--- src/rtl/uart_pkg.sv ---
// Shared UART definitions: controller state encoding and default frame width,
// used by both the receive and transmit controllers.
package uart_pkg;

   localparam int UART_DATA_BITS = 8;

   typedef enum logic [2:0] {
      IDLE,
      START,
      DATA,
      STOP,
      WAIT_HIGH
   } uart_state_e;

   // Bit counter width able to hold 0..bits without wrapping.
   function automatic int uart_cnt_width(input int bits);
      return $clog2(bits + 1);
   endfunction

endpackage

--- src/rtl/bit_sync.sv ---
// Two-flop synchronizer for a single asynchronous bit; reset value is selectable
// so an idle-high line does not look like an edge coming out of reset.
module bit_sync #(
   parameter logic RST_VAL = 1'b1
) (
   input  logic clock,
   input  logic reset,
   input  logic d,
   output logic q
);

   logic meta;

   always_ff @(posedge clock or posedge reset) begin
      if (reset) begin
         meta <= RST_VAL;
         q    <= RST_VAL;
      end else begin
         meta <= d;
         q    <= meta;
      end
   end

endmodule

--- src/rtl/uart_rx_ctrl.sv ---
// UART receive controller: start-edge detection, baud re-phasing, LSB-first
// assembly and a one-deep output register with frame-error and overrun pulses.
module uart_rx_ctrl
   import uart_pkg::*;
#(
   parameter int DATA_BITS = UART_DATA_BITS
) (
   input  logic                 clock,
   input  logic                 reset,
   input  logic                 rx,
   input  logic                 baud_tick,
   output logic                 baud_start,
   output logic [DATA_BITS-1:0] data,
   output logic                 data_valid,
   input  logic                 data_ready,
   output logic                 frame_err,
   output logic                 overrun
);

   localparam int CNT_W = uart_cnt_width(DATA_BITS);

   logic                 rx_s;
   logic                 rx_q;
   logic                 fall;
   uart_state_e          state;
   uart_state_e          state_nxt;
   logic [CNT_W-1:0]     bit_cnt;
   logic [DATA_BITS-1:0] shreg;
   logic                 last_bit;
   logic                 shift_en;
   logic                 cnt_clr;
   logic                 byte_done;
   logic                 stop_bad;
   logic                 accept;

   bit_sync #(.RST_VAL(1'b1)) u_rx_sync (
      .clock (clock),
      .reset (reset),
      .d     (rx),
      .q     (rx_s)
   );

   always_ff @(posedge clock or posedge reset) begin
      if (reset) rx_q <= 1'b1;
      else       rx_q <= rx_s;
   end

   assign fall     = rx_q & ~rx_s;
   assign last_bit = (bit_cnt == CNT_W'(DATA_BITS - 1));
   assign accept   = data_valid & data_ready;

   always_ff @(posedge clock or posedge reset) begin
      if (reset) state <= IDLE;
      else       state <= state_nxt;
   end

   always_comb begin
      state_nxt  = state;
      baud_start = 1'b0;
      shift_en   = 1'b0;
      cnt_clr    = 1'b0;
      byte_done  = 1'b0;
      stop_bad   = 1'b0;
      case (state)
         // Ticks in IDLE belong to the previous frame's phase and are ignored.
         IDLE: if (fall) begin
            baud_start = 1'b1;
            state_nxt  = START;
         end
         START: if (baud_tick) begin
            cnt_clr   = 1'b1;
            state_nxt = rx_s ? IDLE : DATA;
         end
         DATA: if (baud_tick) begin
            shift_en = 1'b1;
            if (last_bit) state_nxt = STOP;
         end
         STOP: if (baud_tick) begin
            if (rx_s) begin
               byte_done = 1'b1;
               state_nxt = IDLE;
            end else begin
               stop_bad  = 1'b1;
               state_nxt = WAIT_HIGH;
            end
         end
         // A held-low line (break) must not retrigger reception.
         WAIT_HIGH: if (rx_s) state_nxt = IDLE;
         default: state_nxt = IDLE;
      endcase
   end

   always_ff @(posedge clock or posedge reset) begin
      if (reset) begin
         shreg   <= '0;
         bit_cnt <= '0;
      end else begin
         if (shift_en) shreg <= {rx_s, shreg[DATA_BITS-1:1]};
         if (cnt_clr)       bit_cnt <= '0;
         else if (shift_en) bit_cnt <= bit_cnt + CNT_W'(1);
      end
   end

   // Output register: a completing byte may replace one being consumed this cycle.
   always_ff @(posedge clock or posedge reset) begin
      if (reset) begin
         data       <= '0;
         data_valid <= 1'b0;
         frame_err  <= 1'b0;
         overrun    <= 1'b0;
      end else begin
         frame_err <= stop_bad;
         overrun   <= 1'b0;
         if (byte_done && (!data_valid || data_ready)) begin
            data       <= shreg;
            data_valid <= 1'b1;
         end else if (byte_done) begin
            overrun <= 1'b1;
         end else if (accept) begin
            data_valid <= 1'b0;
         end
      end
   end

endmodule

--- config.mk ---
export PLATFORM = sky130hd
export DESIGN_NAME = uart_rx_ctrl
export DESIGN_NICKNAME = d
export VERILOG_FILES = /design/src/rtl/uart_pkg.sv /design/src/rtl/bit_sync.sv /design/src/rtl/uart_rx_ctrl.sv
export SDC_FILE = /design/constraint.sdc
export NUM_CORES = 1
export LEC_CHECK = 0
export BUFFER_PORTS_ARGS = -buffer_cell sky130_fd_sc_hd__buf_4
export CAP_MARGIN = 20
export CORE_ASPECT_RATIO = 1.5
export CORE_MARGIN = 2
export CORE_UTILIZATION = 49
export DETAILED_ROUTE_END_ITERATION = 10
export GPL_TIMING_DRIVEN = 0
export PLACE_DENSITY = 0.72
export SLEW_MARGIN = 20
export SYNTH_ARGS = -nofsm -noshare
export SYNTH_HDL_FRONTEND = slang
export SYNTH_SLANG_ARGS = --single-unit
--- constraint.sdc ---
create_clock -name clock -period 1.3 [get_ports clock]
set_input_delay 0.195 -clock clock [delete_from_list [all_inputs] [get_ports clock]]
set_output_delay 0.195 -clock clock [all_outputs]
set_load 0.02 [all_outputs]
**After elaboration in Yosys (flattened, before gate mapping)**

Cells that the tools add are included.

- Add/sub/neg operators: 1
- Equal/unequal tests: 12
- Multiplexer cells: 27
- Bitwise gates (word level): 3
- Reduce and logical (&&, ||, !) cells: 8

Operators with widths:

| kind | count |
|---|---|
| 3-bit two-way mux | 7 |
| 1-bit two-way mux | 16 |
| 3-bit case mux with 5 select lines | 1 |
| 2-bit != test, second input constant | 5 |
| 4-bit two-way mux | 2 |
| 3-bit by 2-bit == test with 1-bit output, second input constant | 2 |
| 6-bit AND reduction | 1 |
| 4-bit by 1-bit adder with 4-bit output, second input constant | 1 |
| 4-bit by 3-bit == test with 1-bit output, second input constant | 1 |
| 2-bit by 1-bit != test with 1-bit output, second input constant | 2 |
| 2-bit nonzero test | 2 |
| 3-bit by 1-bit == test with 1-bit output, second input constant | 1 |
| 3-bit == test, second input constant | 1 |
| 3-bit zero test | 1 |
| 1-bit bitwise AND | 2 |
| 2-bit two-way mux | 1 |
| 2-bit AND reduction | 1 |
| 1-bit logical AND | 1 |
| 1-bit zero test | 1 |
| 1-bit logical OR | 1 |
| 1-bit NOT | 1 |

- Register bits after elaboration: 29
- Input port bits: 5
- Logic and storage cells: 61

**Logic depth before layout (Yosys ltp)**

- Depth after elaboration: 6
- Mapped depth: 5
- Depth with buffers taken out: 4

**Hierarchy**

Synthesis repeated with hierarchy kept, for this count alone.

- Cells, all modules: 97
- Area total of the unflattened synthesis: 1248.7 um^2

By module, submodules not included:

| module | times used | cells an instance | area an instance (um^2) | seq. area each (um^2) |
|---|---|---|---|---|
| uart_rx_ctrl | 1 | 94 | 1192.4 | 676.9 |
| bit_sync | 1 | 3 | 56.3 | 52.6 |

**Worst setup path before layout**

Ideal clock, no wire load.

- Path kind: reg-to-output
- Start point: reg state[1]
- End point: out baud_start
- Arrival time: 1.235 ns
- Data required time: 1.105 ns
- Path slack: -0.130 ns
- Stages on the path, launching flop included: 4
- Buffers on the path: 1
- Cells stage by stage: dfrtp_1 > buf_2 > nor4b_1 > nor2b_1

- Word-level cells in the longest chain between the ends: 2

Ends and longest elaborated chain:

| what | RTL line | text |
|---|---|---|
| start, declared | uart_rx_ctrl.sv:25 | `uart_state_e state;` |
| start signal, assigned | uart_rx_ctrl.sv:54 | `else state <= state_nxt;` |
| 3-bit zero test | uart_rx_ctrl.sv:64 | `case (state)` |
| 1-bit two-way mux | uart_rx_ctrl.sv:64 |  |
| end, declared | uart_rx_ctrl.sv:12 | `output logic baud_start,` |

Every way passes these cells.

**Worst setup path after layout**

- Start point: reg state[0]
- End point: out baud_start

The elaborated chain is that of the path after synthesis.

==> flow_summary.ini <==
[clocking]
htreeDepth = 2
numCtsBuffers = 5
worst_skew_pair.late_latency_ps = 340
clk_path_buf_depth = 2
cts_sinks = 29
root_buffer = clkbuf_4
clk_pin_slew_worst_paths_ps = 100
cts_tree = yes

[cells_and_area]
drive_above_1_share = 0.571
multi_input_area_um2 = 591
fin_cells = 157
syn_to_final_growth_pct = 37.5
fillCellCount = 169
ff_latch_area_um2 = 732
num_antenna_cells = 0
final_nets = 138

[placed_design]
portBuffers = 16
place_congestion = 0.739
dp_hpwl_um = 1400
dp_slack_ps = -141
dp.cells = 136

[die]
fp-row-count = 22
core_mm2 = 0.00242
dieArea_mm2 = 0.00297
die_h_um = 65.7
io_pins = 17
fp.dieW_um = 45.2
initial_core_util = 0.514

[power_and_ir_drop]
p_int_mw = 2.19
peakVddDrop_v = 0.00117
p_seq_frac = 0.426
leakage_nw = 0.845
pwr_density_cell_mw_per_mm2 = 1940
power.switching_mw = 1.12
pwr-share-comb = 0.420
clkPwrFrac = 0.154
swShare = 0.338

[global_route]
antenna_found_initial = 0
met1_usage = 0.214
grt_pass1_wl_um = 4010
busiest_layer = met2
gr-total-overflow = 0
grtUsageTotal = 0.193
met2_usage = 0.318
met3_usage = 0.0742
grt_max_degree = 30
grt_pass1_vias = 908

[timing]
finalWorstSetupSlack_ps = -368
tightest_slew_ps = 572
rsz0062_at_grt = true
fin_crit_sh = 1.28
hold_slack_ps = 226
layout_min_cycle_time_ps = 1670
slew_headroom = 0.618
slew_viol_final = 0
timing.fmax_mhz = 599
hold_viol = 0
finalSetupViolCount = 21
tns_ps = -3130
clock_skew_ps = 15.8

[logic_synthesis]
synth_cell_types = 29
ys_dominant_reg_cell = dfrtp_1
synth.area.top_cells = dfrtp_1, mux2_2, dfstp_2
synth-simple-area-share = 0.166
synth_compound_area_frac = 0.0472
synth_top_family_by_area = simple AND/OR/NAND/NOR gates
yosysWarnings = 0
synth_adder_area_share = 0.0101
yosysSeqAreaShare = 0.586
synth_nets = 102
synth_area_mm2 = 0.00124
synthMostInstantiatedCell = dfrtp_1
ys_seq_elements = 29
async_flop_share = 1.00
synth_edf_count = 0
yosysTopAreaCellShare = 0.523
synth_top_area_cell = dfrtp_1
synthXorXnorAreaFrac = 0
synth_common_cells = dfrtp_1, mux2_2, nand2_1, nor2_1
muxShareOfSynthArea = 0.153
synth_cells = 96
avgSynthCellArea_um2 = 13.0

[detailed_routing]
first_iter_violations = 6
wl_per_cell_um = 16.6
viasPerCell = 5.59
wl_um = 2610
drcViolationCount = 0
antenna_left = 0
firstDrtPassIters = 4
route.vias.total = 877

[hold_path]
worstHoldPathType = in -> reg

[worst_setup_path]
critical_path_buf_inv_count = 2
required_ps = 1110
cp-end-kind = output pin
path_max_fanout = 2
slowest_delay_ps = 410
setup.worst_path.class = reg -> out
path_common_cell = buf_6
crit_chain = buf_6, nor4b_4, nor2b_4, buf_6
critical-path-top-delay-family = simple AND/OR/NAND/NOR gates
cp.arrival_ps = 1470
slowest_stage = dfrtp_1
start_kind = flop

[outcome]
outcome = finished, violations left
violations = setup timing

[flow_run]
cap_violations = 0
==> timing repair <==
| action | in CTS | in global routing |
|---|---|---|
| gates resized for setup | 16 | 26 |
| hold endpoints to repair | 1 | 26 |
| hold buffers | 1 | 1 |
| pin swaps | 2 | 3 |
| gates cloned | 0 | 1 |
| buffers inserted | 8 | 3 |
| endpoints found under the setup margin | 18 | 21 |
==> per-layer routing <==
metal / share of wire / routed length [µm] / vias to the layer above
met4: 0.028 / 74 / 0
met3: 0.036 / 93 / 8
li1: - / - / 405
met1: 0.39 / 1020 / 448
met5: 0 / 0 / -
met2: 0.54 / 1420 / 16
==> cell families after synthesis <==
family	after synthesis
DFF	29
buffers and inverters	7
AOI/OAI and AO/OA	10
adders and majority gates	1
muxes	17
and+or+nand+nor	32
==> through the flow <==
stage          power [mW]   util  instance area [µm²]
2_1_floorplan        2.04      -                 1260
3_3_place_gp         2.29  0.583                 1410
3_5_place_dp         2.33  0.583                 1410
4_1_cts              3.05  0.656                 1590
5_1_grt              3.51  0.707                 1710
6_report             3.31  0.707                 1710
==> sequential cells by signal, summed over array words and instances (netlist names) <==
name	cells
u_rx_sync.q	1
u_rx_sync.meta	1
overrun	1
bit_cnt	4
data	8
shreg	8
state	3
rx_q	1
data_valid	1
frame_err	1
==> cell usage in the layout, fill, tap and decap left out, types with 2 or more instances in the layout <==
cell | netlist | routed
o2bb2ai_2 | 0 | 2
dfrtp_2 | 0 | 2
clkinv_2 | 0 | 2
a21oi_1 | 4 | 3
clkbuf_4 | 0 | 5
o21ai_0 | 3 | 2
nand3b_1 | 2 | 2
dfrtp_1 | 26 | 24
dfstp_2 | 3 | 3
nand2_1 | 5 | 3
dlygate4sd3_1 | 0 | 2
nor2b_1 | 4 | 3
nor2_1 | 5 | 4
nand2b_1 | 3 | 2
nand3_1 | 4 | 3
mux2_4 | 0 | 16
nand2_2 | 0 | 2
buf_6 | 2 | 9
buf_4 | 1 | 22
==> worst min-delay path, delay by kind of cell <==
family | cells | cell delay, ps
mux | 1 | 60
simple gates | 2 | 140
buf+inv | 1 | 130
==> final timing paths <==
path,from,to,slack [ps],cells past startpoint
max,state[0],baud_start,-370,4
min,baud_tick,state[1],230,4
max reg2reg,state[0],data[2],-250,6
min reg2reg,u_rx_sync.meta,u_rx_sync.q,360,0
max in group asynchronous,reset,bit_cnt[0],420,3
min in group asynchronous,reset,data[6],480,3
==> area by class of cell <==
| cell class | count | share of cell area |
|---|---|---|
| flip-flops and latches | 29 | 0.428 |
| multi-input cells | 60 | 0.345 |
| repair buffers | 30 | 0.148 |
| plain buffers | 4 | 0.0278 |
| clock buffers | 6 | 0.0241 |
| well taps | 24 | 0.0175 |
| clock inverters | 2 | 0.00585 |
| inverters | 2 | 0.00439 |
==> power by group through the flow <==
stage               combinational (mW)  sequential (mW)  clock, mW
floorplan                        0.623             1.42          0
global placement                 0.903             1.38          0
detailed placement               0.937             1.39          0
CTS                               1.14             1.38      0.529
global route                      1.49             1.46      0.564
finish                            1.39             1.41      0.511
Note: power is estimated with default switching activity, not from simulation.
